## src/rtl/lc3_pkg.sv

```systemverilog
// rtl/lc3_pkg.sv - shared opcodes, FSM state type and condition-code helpers
package lc3_pkg;

   localparam int REG_W = 3;

   localparam logic [3:0] OP_ADD = 4'b0001;
   localparam logic [3:0] OP_AND = 4'b0101;
   localparam logic [3:0] OP_NOT = 4'b1001;

   localparam logic [2:0] NZP_N = 3'b100;
   localparam logic [2:0] NZP_Z = 3'b010;
   localparam logic [2:0] NZP_P = 3'b001;

   typedef enum logic [1:0] {
      S_IDLE      = 2'd0,
      S_OPERAND   = 2'd1,
      S_WRITEBACK = 2'd2
   } state_t;

   function automatic logic [15:0] sext5(input logic [4:0] imm);
      return {{11{imm[4]}}, imm};
   endfunction

   function automatic logic [2:0] nzp_of(input logic [15:0] value);
      if (value[15])
         return NZP_N;
      else if (value == 16'h0000)
         return NZP_Z;
      else
         return NZP_P;
   endfunction

   // NOT is only executable with its reserved low field all ones
   function automatic logic is_legal(input logic [15:0] word);
      case (word[15:12])
         OP_ADD, OP_AND: return 1'b1;
         OP_NOT:         return (word[5:0] == 6'b111111);
         default:        return 1'b0;
      endcase
   endfunction

endpackage

```

## src/rtl/lc3_regfile.sv

```systemverilog
// rtl/lc3_regfile.sv - 8x16 register file, one write port, three async read ports
module lc3_regfile
   import lc3_pkg::*;
(
   input  logic             clk,
   input  logic             rst_n,
   input  logic             we,
   input  logic [REG_W-1:0] waddr,
   input  logic [15:0]      wdata,
   input  logic [REG_W-1:0] raddr1,
   input  logic [REG_W-1:0] raddr2,
   input  logic [REG_W-1:0] raddr3,
   output logic [15:0]      rdata1,
   output logic [15:0]      rdata2,
   output logic [15:0]      rdata3
);

   logic [15:0] mem [8];

   always_ff @(posedge clk or negedge rst_n) begin
      if (!rst_n) begin
         for (int i = 0; i < 8; i++)
            mem[i] <= 16'h0000;
      end else if (we) begin
         mem[waddr] <= wdata;
      end
   end

   assign rdata1 = mem[raddr1];
   assign rdata2 = mem[raddr2];
   assign rdata3 = mem[raddr3];

endmodule

```

## src/rtl/lc3_exec_ctrl.sv

```systemverilog
// rtl/lc3_exec_ctrl.sv - three-state execute controller for LC-3 ADD/AND/NOT
// Latches one instruction, feeds an external ALU and writes its result back.
module lc3_exec_ctrl
   import lc3_pkg::*;
(
   input  logic        clk,
   input  logic        rst_n,
   input  logic        inst_valid,
   input  logic [15:0] inst,
   output logic        inst_ready,
   output logic [15:0] alu_a,
   output logic [15:0] alu_b,
   output logic [3:0]  alu_op,
   input  logic [15:0] alu_out,
   output logic [2:0]  nzp,
   output logic        wb_valid,
   output logic [2:0]  wb_reg,
   output logic [15:0] wb_data,
   output logic        illegal,
   input  logic [2:0]  dbg_addr,
   output logic [15:0] dbg_data
);

   state_t      state;
   logic [15:0] ir;
   logic [15:0] sr1_data;
   logic [15:0] sr2_data;

   lc3_regfile u_regfile (
      .clk    (clk),
      .rst_n  (rst_n),
      .we     (wb_valid),
      .waddr  (ir[11:9]),
      .wdata  (alu_out),
      .raddr1 (ir[8:6]),
      .raddr2 (ir[2:0]),
      .raddr3 (dbg_addr),
      .rdata1 (sr1_data),
      .rdata2 (sr2_data),
      .rdata3 (dbg_data)
   );

   assign wb_reg  = ir[11:9];
   assign wb_data = alu_out;

   always_comb begin
      alu_a  = 16'h0000;
      alu_b  = 16'h0000;
      alu_op = 4'b0000;
      if (state != S_IDLE) begin
         alu_a  = sr1_data;
         alu_op = ir[15:12];
         if (ir[15:12] != OP_NOT)
            alu_b = ir[5] ? sext5(ir[4:0]) : sr2_data;
      end
   end

   // Handshake and pulse outputs are registered alongside the state
   always_ff @(posedge clk or negedge rst_n) begin
      if (!rst_n) begin
         state      <= S_IDLE;
         ir         <= 16'h0000;
         inst_ready <= 1'b1;
         wb_valid   <= 1'b0;
         illegal    <= 1'b0;
         nzp        <= NZP_Z;
      end else begin
         illegal <= 1'b0;
         case (state)
            S_IDLE: begin
               if (inst_valid) begin
                  ir         <= inst;
                  state      <= S_OPERAND;
                  inst_ready <= 1'b0;
                  illegal    <= !is_legal(inst);
               end
            end
            S_OPERAND: begin
               if (is_legal(ir)) begin
                  state    <= S_WRITEBACK;
                  wb_valid <= 1'b1;
               end else begin
                  state      <= S_IDLE;
                  inst_ready <= 1'b1;
               end
            end
            S_WRITEBACK: begin
               nzp        <= nzp_of(alu_out);
               wb_valid   <= 1'b0;
               inst_ready <= 1'b1;
               state      <= S_IDLE;
            end
            default: begin
               state      <= S_IDLE;
               wb_valid   <= 1'b0;
               inst_ready <= 1'b1;
            end
         endcase
      end
   end

endmodule

```

## config.mk

```make
export PLATFORM = sky130hd
export DESIGN_NAME = lc3_exec_ctrl
export DESIGN_NICKNAME = d
export VERILOG_FILES = /design/src/rtl/lc3_pkg.sv /design/src/rtl/lc3_regfile.sv /design/src/rtl/lc3_exec_ctrl.sv
export SDC_FILE = /design/constraint.sdc
export NUM_CORES = 1
export LEC_CHECK = 0
export CAP_MARGIN = 30
export CORE_ASPECT_RATIO = 0.75
export CORE_UTILIZATION = 45
export DETAILED_ROUTE_END_ITERATION = 8
export PLACE_DENSITY_LB_ADDON = 0.15
export SLEW_MARGIN = 10
export SYNTH_ARGS = -nofsm -noshare
export SYNTH_HDL_FRONTEND = slang
export SYNTH_HIERARCHICAL = 1
export SYNTH_SLANG_ARGS = --single-unit
export TNS_END_PERCENT = 10
```

## constraint.sdc

```tcl
create_clock -name clk -period 6 [get_ports clk]
set_input_delay 1.2 -clock clk [delete_from_list [all_inputs] [get_ports clk]]
set_output_delay 1.2 -clock clk [all_outputs]
set_load 0.005 [all_outputs]
```

[Yosys cells after proc, flatten, opt, wreduce, memory -nomap -nowiden]
Index checks and enable logic that the tools add are counted.
Cells by class
  eq/ne operators: 14
  reduce and logical (&&, ||, !) cells: 10
  divide/modulo/power cells: 0
  shift-type cells: 0
  $add $sub $neg: 0
  $lt $le $gt $ge: 5
  mux-type cells: 34
  multiply operators: 0
  bitwise logic cells: 5
Operator list (count)
  16-bit 2-to-1 mux: 11
  16-bit binary-select mux with 3-bit select: 3
  128-bit bitwise mux: 1
  16-bit demux with 3-bit select: 1
  4-bit greater-or-equal comparator (second input constant): 4
  16-bit zero test: 1
  3-bit NOT with 4-bit output: 4
  6-bit == test (second input constant): 2
  4-bit by 1-bit == test with 1-bit output (second input constant): 2
  4-bit by 3-bit == test with 1-bit output (second input constant): 2
  4-bit == test (second input constant): 2
  1-bit 2-to-1 mux: 8
  1-bit case mux with 2 select lines: 4
  2-bit 2-to-1 mux: 3
  2-bit != test (second input constant): 3
  2-bit AND reduction: 3
  4-bit by 1-bit less-than comparator with 1-bit output (second input constant): 1
  4-bit 2-to-1 mux: 1
  4-bit != test (second input constant): 1
  2-bit case mux with 2 select lines: 1
  2-bit OR reduction: 2
  3-bit 2-to-1 mux: 1
  2-bit by 1-bit == test with 1-bit output (second input constant): 1
  2-bit == test (second input constant): 1
  other kinds (5): 5
Storage, ports and cells
  memories: 0
  memory bits (read-only): 0
  bits in latches: 0
  memory bits (writable): 0
  bits in registers: 152
  bits of input ports: 38
  output and inout port bits: 77

[Longest topological paths before layout]
Gate-level depths: netlist of run 1.
  depth after elaboration: 8
  depth in mapped cells: 6
  depth with buffers taken out: 4

[Modules after synthesis]
The synthesis of run 1 kept the hierarchy.
Modules (own cells, without submodules)
  lc3_regfile: cells each 450, times used 1, area an instance 8071.5 µm²
  lc3_exec_ctrl: cells each 150, times used 1, area an instance 1554.0 µm²

[Worst setup path before layout of run 1]
OpenSTA, ideal clock, no wires.
  path kind: input to output
  start: in dbg_addr[0]
  end: out dbg_data[13]
  stages on the path: 4
  data arrival time: 2.251 ns
  buffers on the path: 2
  setup slack: 2.549 ns
  cell sequence: buf_6 -> buf_6 -> mux4_1 -> mux2_2
On the way
  longest elaborated chain between the ends: 4
RTL lines
  from (decl): line lc3_exec_ctrl.sv:20  | input logic [2:0] dbg_addr,
  3-bit NOT with 4-bit output (implied by the code): line lc3_regfile.sv:31  | assign rdata3 = mem[raddr3];
  16-bit binary-select mux with 3-bit select: line lc3_regfile.sv:31
  16-bit 2-to-1 mux (implied by the code) (2 in a row): line lc3_regfile.sv:31
  to (decl): line lc3_exec_ctrl.sv:21  | output logic [15:0] dbg_data
Every way passes these cells. The select of a mux whose other input is x is not followed.

[Worst setup path in the final report of run 1]
  start: in dbg_addr[2]
  end: out dbg_data[9]
The elaborated chain is that of the path after synthesis.

==> results of run 1 <==
## layer usage
layer  track usage (%)  vias to the layer above  wire length [microns]
met5                 0                        -                      0
met4              5.36                        0                    326
met3              5.38                       28                   1360
met2              38.2                      198                  11900
met1              33.9                     3130                  11500
li1                  -                     2558                      -
## cells in the mapped netlist
library cell | number | area share [%]
nand4b_1 | 1 | 0.091
inv_4 | 1 | 0.065
a22o_1 | 1 | 0.091
o21ai_0 | 1 | 0.052
clkbuf_2 | 3 | 0.16
nand3_1 | 1 | 0.052
buf_1 | 9 | 0.35
or2b_2 | 1 | 0.091
buf_12 | 1 | 0.21
mux4_1 | 84 | 23
a31oi_1 | 1 | 0.065
buf_6 | 14 | 1.6
nor4bb_1 | 2 | 0.21
nand2_2 | 2 | 0.13
inv_1 | 3 | 0.12
a211o_1 | 1 | 0.091
and4bb_2 | 1 | 0.13
nor2_1 | 7 | 0.27
clkbuf_1 | 6 | 0.23
nand2_1 | 1 | 0.039
o31a_1 | 1 | 0.091
a21oi_1 | 12 | 0.62
o22ai_1 | 1 | 0.065
nand2b_1 | 13 | 0.84
mux2_4 | 10 | 1.6
nor2_2 | 1 | 0.065
dfrtp_1 | 150 | 39
nand4_1 | 2 | 0.13
nand4b_2 | 3 | 0.47
mux2i_1 | 4 | 0.42
mux2_2 | 183 | 21
nand4_2 | 1 | 0.13
o32ai_4 | 1 | 0.29
buf_4 | 25 | 1.9
or3b_2 | 1 | 0.091
dfstp_2 | 2 | 0.55
nor2b_1 | 20 | 1.3
nor4b_4 | 1 | 0.25
o31ai_1 | 1 | 0.078
buf_2 | 10 | 0.52
nor4_1 | 4 | 0.26
mux4_2 | 12 | 2.8
o22a_2 | 1 | 0.10
## cell families (layout without fill, tap and decap cells)
family,Yosys count,in the layout,share of synthesized area [%]
mux,293,293,49.1
flops,152,152,39.5
buf+inv,72,163,5.24
simple gates,62,62,4.55
compound gates,21,21,1.55
## registers in the layout, indices dropped and copies added (netlist names)
signal	cells
illegal	1
nzp	3
u_regfile/mem	128
ir	16
inst_ready	1
wb_valid	1
state	2
## worst register-to-register path: stages, from the launching register on
cell and delay, ps:
dfrtp_1 670, nand4b_2 820, mux2_2 570
## final timing paths
check / start / to / slack, ps / depth (start not counted)
max in group asynchronous: rst_n / u_regfile/mem[72]$_DFFE_PN0P_ / 4080 / 3
hold / removal: nzp[1]$_DFFE_PN1N_ / nzp[1]$_DFFE_PN1N_ / 490 / 2
setup / recovery: dbg_addr[2] / dbg_data[9] / 1590 / 5
setup reg to reg: ir[9]$_DFFE_PN0P_ / u_regfile/mem[76]$_DFFE_PN0P_ / 3820 / 2
hold reg to reg: nzp[1]$_DFFE_PN1N_ / nzp[1]$_DFFE_PN1N_ / 490 / 2
min in group asynchronous: rst_n / u_regfile/mem[85]$_DFFE_PN0P_ / 560 / 1
## area by class of cell
class                   count  share of cell area, %
multi-input cells         376                   46.5
flip-flops and latches    152                   33.2
repair buffers            127                   11.3
clock buffers              19                   3.94
well taps                 282                   3.07
clock inverters            13                   1.86
inverters                   4                  0.152
## stage by stage
stage / cell area [sq um] / hold slack, ps / power (mW) / util [%]
5_1_grt: 11500 / 500 / 5.81 / 55.8
6_report: 11500 / 486 / 5.51 / 55.8
2_1_floorplan: 9630 / 460 / 3.47 / -
3_5_place_dp: 10800 / 477 / 4.30 / 52.4
3_3_place_gp: 10700 / 464 / 4.17 / 52.1
4_1_cts: 11500 / 487 / 5.53 / 55.6
## power by group through the flow
stage	sequential, mW	clock (mW)	combinational, mW
detailed placement	2.07	0	2.22
global route	2.15	1.28	2.39
finish	2.07	1.21	2.23
floorplan	1.78	0	1.69
global placement	2.03	0	2.13
CTS	2.06	1.23	2.24
## cells in the final DEF, fill, tap and decap left out, types with 2 or more instances in the layout
master | netlist | layout
mux2_2 | 183 | 183
dfrtp_1 | 150 | 147
clkdlybuf4s50_1 | 0 | 112
mux4_1 | 84 | 84
nor2b_1 | 20 | 20
clkbuf_16 | 0 | 17
nand2b_1 | 13 | 13
a21oi_1 | 12 | 12
mux4_2 | 12 | 12
mux2_4 | 10 | 10
buf_4 | 25 | 9
nor2_1 | 7 | 7
bufinv_16 | 0 | 5
mux2i_1 | 4 | 4
nor4_1 | 4 | 4
inv_1 | 3 | 3
inv_6 | 0 | 3
dfrtp_2 | 0 | 3
nand4b_2 | 3 | 3
nand2_2 | 2 | 2
nand4_1 | 2 | 2
clkinv_4 | 0 | 2
clkinvlp_4 | 0 | 2
clkbuf_8 | 0 | 2
dfstp_2 | 2 | 2
buf_12 | 1 | 2
buf_16 | 0 | 2
nor4bb_4 | 0 | 2
==> metrics.txt, run 1 <==
CP Max Fanout=32; CORE AREA=20600 sq um; Rel. slew slack=38.3%; total clock sinks=152; area of the multi-input gates=5350 sq um; final hold violations=0; Max Buffers Root-to-Sink=2; crit end category=output port; sequential share of power=37.6%; worst slew pin tran=922 ps; first-pass GRT wire length=38100 microns; clock network latency to the later pin of the worst-skew pair=430 ps; Hold-fix buffers, CTS=0; largest net degree at the start of global routing=98; initial antenna violation count=0; layout cells sized above 1=39.5%; Mapped Avg Cell Area=16.0 sq um; number of DRC markers in iteration 0=285; Psw=1.67 mW; GR Util All Layers=24.0%; clock-pin slew on the worst setup and hold paths=60 ps; power density cells=479 nW/um^2; die span in x=171 microns; antenna cells=0; Sw Share=30.4%; routed wire length=25100 microns; routability cong.=0.791; Post-route DRC=0; number of setup buffers added after CTS=0; Cell Int Power=3.83 mW; Critical Path Max Stage Delay=450 ps; leakage power=4.70 nW; Vias=5914; Final min period=4410 ps; power share of the combinational group=40.5%; post-synthesis sequential area ratio=39.5%; post-route setup slack=1590 ps; outcome=finished clean; dpl hpwl=15600 microns; Site Rows=45; count of final max-slew check failures=0; fin cells=973; final net count=716; H-tree Lvls=4; Netlist Area Pre-Place=9630 sq um; hold crit path type=flip-flop to flip-flop; Syn Inst Count=600; cell repeated most along the worst path=clkdlybuf4s50_1; count of input and output buffers=114; Die Ht=129 microns; Clock Skews=11.8 ps; Initial Utilization=46.7%; Register Area=3810 sq um; slowest cell on the critical path=clkdlybuf4s50_1; dpl cells=940; Synth warnings=6; crit share post-route=73.5%; Yosys cell types=43; Setup WS pre-CTS=1610 ps; max-cap violations=0; Worst EP required=4800 ps; vias in the first global route=6154; CTS tree=built; Crit Path Category=primary input to output port; final setup TNS=0 ps; drt first pass iters=5; arrival time worst endpoint=3210 ps; CP startpoint kind=primary input; Max Freq=0.227 GHz; Clock power frac=22.0%; die area=22000 sq um; Num CTS Buffers=17; Routed Antenna Nets=0; Layout area overhead=19.4%; Critical path buffers and inverters=3; worst vdd ir=0.000213 V; cell family with most CP delay=buffers and inverters; DR WL/cell=25.8 microns; # setup viols final=0; CTS resizes=0; FF+latch count, synth=152; via/cell ratio=6.08; crit-path cells=clkdlybuf4s50_1 > buf_4 > mux4_1 > mux2_2 > clkdlybuf4s50_1; Fill cells=1669; unrepaired setup endpoints after global routing=false; Root Buffer=clkbuf_16; io pins=115; post-synth net total=638; global route overflow=0
Power figures use the tool's default switching activity.
==> run 2: changes to the inputs <==
Clock period 6 ns to 3.91 ns, I/O delays scaled along.
==> run 2 against run 1 <==
Against the previous run:
- total power rose by 54%
- largest power group unchanged
- critical path depth rose by 1
- setup slack got worse by 1400 ps
- sequential power rose by 50%
==> metrics.txt, run 2 (synthesized netlist as in run 1, its figures left out) <==
worst slew pin tran=939 ps; # setup viols final=0; final setup TNS=0 ps; vias in the first global route=6203; Root Buffer=clkbuf_16; DR WL/cell=26.0 microns; commonest non-fill, non-tap cell in the layout=mux2_2; slowest cell on the critical path=dfrtp_2; first-pass GRT wire length=39200 microns; number of setup buffers added after CTS=0; clock network latency to the later pin of the worst-skew pair=430 ps; CTS resizes=0; fin cells=980; Register Area=3810 sq um; leakage power=4.74 nW; Fill cells=1657; via/cell ratio=6.12; layout cells sized above 1=39.5%; io pins=115; Critical path buffers and inverters=2; routability cong.=0.827; CTS tree=built; antenna cells=0; count of final max-slew check failures=0; Layout area overhead=20.0%; global route overflow=0; die area=22000 sq um; count of input and output buffers=114; H-tree Lvls=4; FF-to-FF setup slack=1560 ps; Routed Antenna Nets=0; Num CTS Buffers=17; crit share post-route=95.6%; CP startpoint kind=flip-flop; final net count=723; Site Rows=45; dpl cells=948; most frequent cells in the layout=183 x mux2_2, 149 x dfrtp_1, 112 x clkdlybuf4s50_1, 84 x mux4_1, 20 x nor2b_1; Biggest register=u_regfile/mem; Hold-fix buffers, CTS=0; Die Ht=129 microns; routed wire length=25400 microns; crit-path cells=buf_12 > mux4_1 > mux2_2 > mux2i_1 > nor2_1 > clkdlybuf4s50_1; CP Max Fanout=24; Vias=6000; Worst EP required=3130 ps; cell family with most CP delay=multiplexers; biggest registers after layout=u_regfile/mem x128, ir x16, nzp x3; outcome=finished clean; drt first pass iters=4; Largest register FFs=128; number of DRC markers in iteration 0=303; arrival time worst endpoint=2960 ps; Crit Path Category=flip-flop to output port; Max Freq=0.267 GHz; worst vdd ir=0.000323 V; GR Util All Layers=24.7%; total clock sinks=152; area of the multi-input gates=5350 sq um; Rel. slew slack=37.2%; largest net degree at the start of global routing=71; clock-pin slew on the worst setup and hold paths=60 ps; Critical Path Max Stage Delay=620 ps; power density cells=734 nW/um^2; dpl hpwl=15900 microns; initial antenna violation count=0; hold crit path type=primary input to async pin; Max Buffers Root-to-Sink=2; crit end category=output port; CORE AREA=20600 sq um; Initial Utilization=46.7%; die span in x=171 microns; final hold violations=0; post-layout util=56.1%; unrepaired setup endpoints after global routing=false; Clock Skews=11.2 ps; max-cap violations=0; Post-route DRC=0; Final min period=3740 ps
[run 2: cell count changes in the layout (fill, tap and decap cells not counted), sizes merged]
cell	change
clkbuf	+1
bufinv	+1
clkinv	+1
buf	+7
inv	-3
[run 2: area by class of cell]
| type | count | area share (%) |
|---|---|---|
| inverter | 4 | 0.152 |
| sequential | 152 | 33.0 |
| clock buffer | 20 | 3.87 |
| tap | 282 | 3.05 |
| multi-input combinational | 376 | 46.3 |
| timing repair buffer | 134 | 11.8 |
| clock inverter | 12 | 1.93 |
[run 2: report_power, final]
part           internal (mW)  switching (mW)
combinational           2.41            1.10
clock                   1.21           0.657
sequential              2.32           0.785
[run 2: layer usage]
layer | GRT usage [%] | wire length, microns | up-vias | part of all wire [%]
met4 | 6.36 | 270 | 0 | 1.1
met3 | 5.78 | 1430 | 22 | 5.6
li1 | - | - | 2570 | -
met2 | 39.0 | 11900 | 201 | 47
met1 | 34.6 | 11900 | 3207 | 47
met5 | 0 | 0 | - | 0
[run 2: path summary, 6_finish.rpt]
path | from | to | depth (start not counted)
worst max-delay path | ir[0]$_DFFE_PN0P_ | alu_b[3] | 6
worst min-delay path | rst_n | ir[13]$_DFFE_PN0P_ | 1
worst max register to register | wb_valid$_DFFE_PN0P_ | u_regfile/mem[90]$_DFFE_PN0P_ | 3
worst min register to register | nzp[1]$_DFFE_PN1N_ | nzp[1]$_DFFE_PN1N_ | 2
max in group asynchronous | rst_n | u_regfile/mem[32]$_DFFE_PN0P_ | 2
min in group clk | nzp[1]$_DFFE_PN1N_ | nzp[1]$_DFFE_PN1N_ | 2
[run 2: worst reg2reg max path, stage by stage, from the launching register on]
cell and delay, ps:
dfrtp_1 590, nor4bb_4 880, buf_4 390, mux2_2 370
[run 2: metrics by stage]
stage	total power, mW	hold WS [ps]	worst slack (ps)	area (sq um)
4_1_cts	8.51	388	172	11600
6_report	8.48	380	171	11600
3_5_place_dp	6.61	470	518	10900
5_1_grt	8.94	429	76.3	11600
2_1_floorplan	5.33	460	1290	9630
3_3_place_gp	6.46	464	537	10900
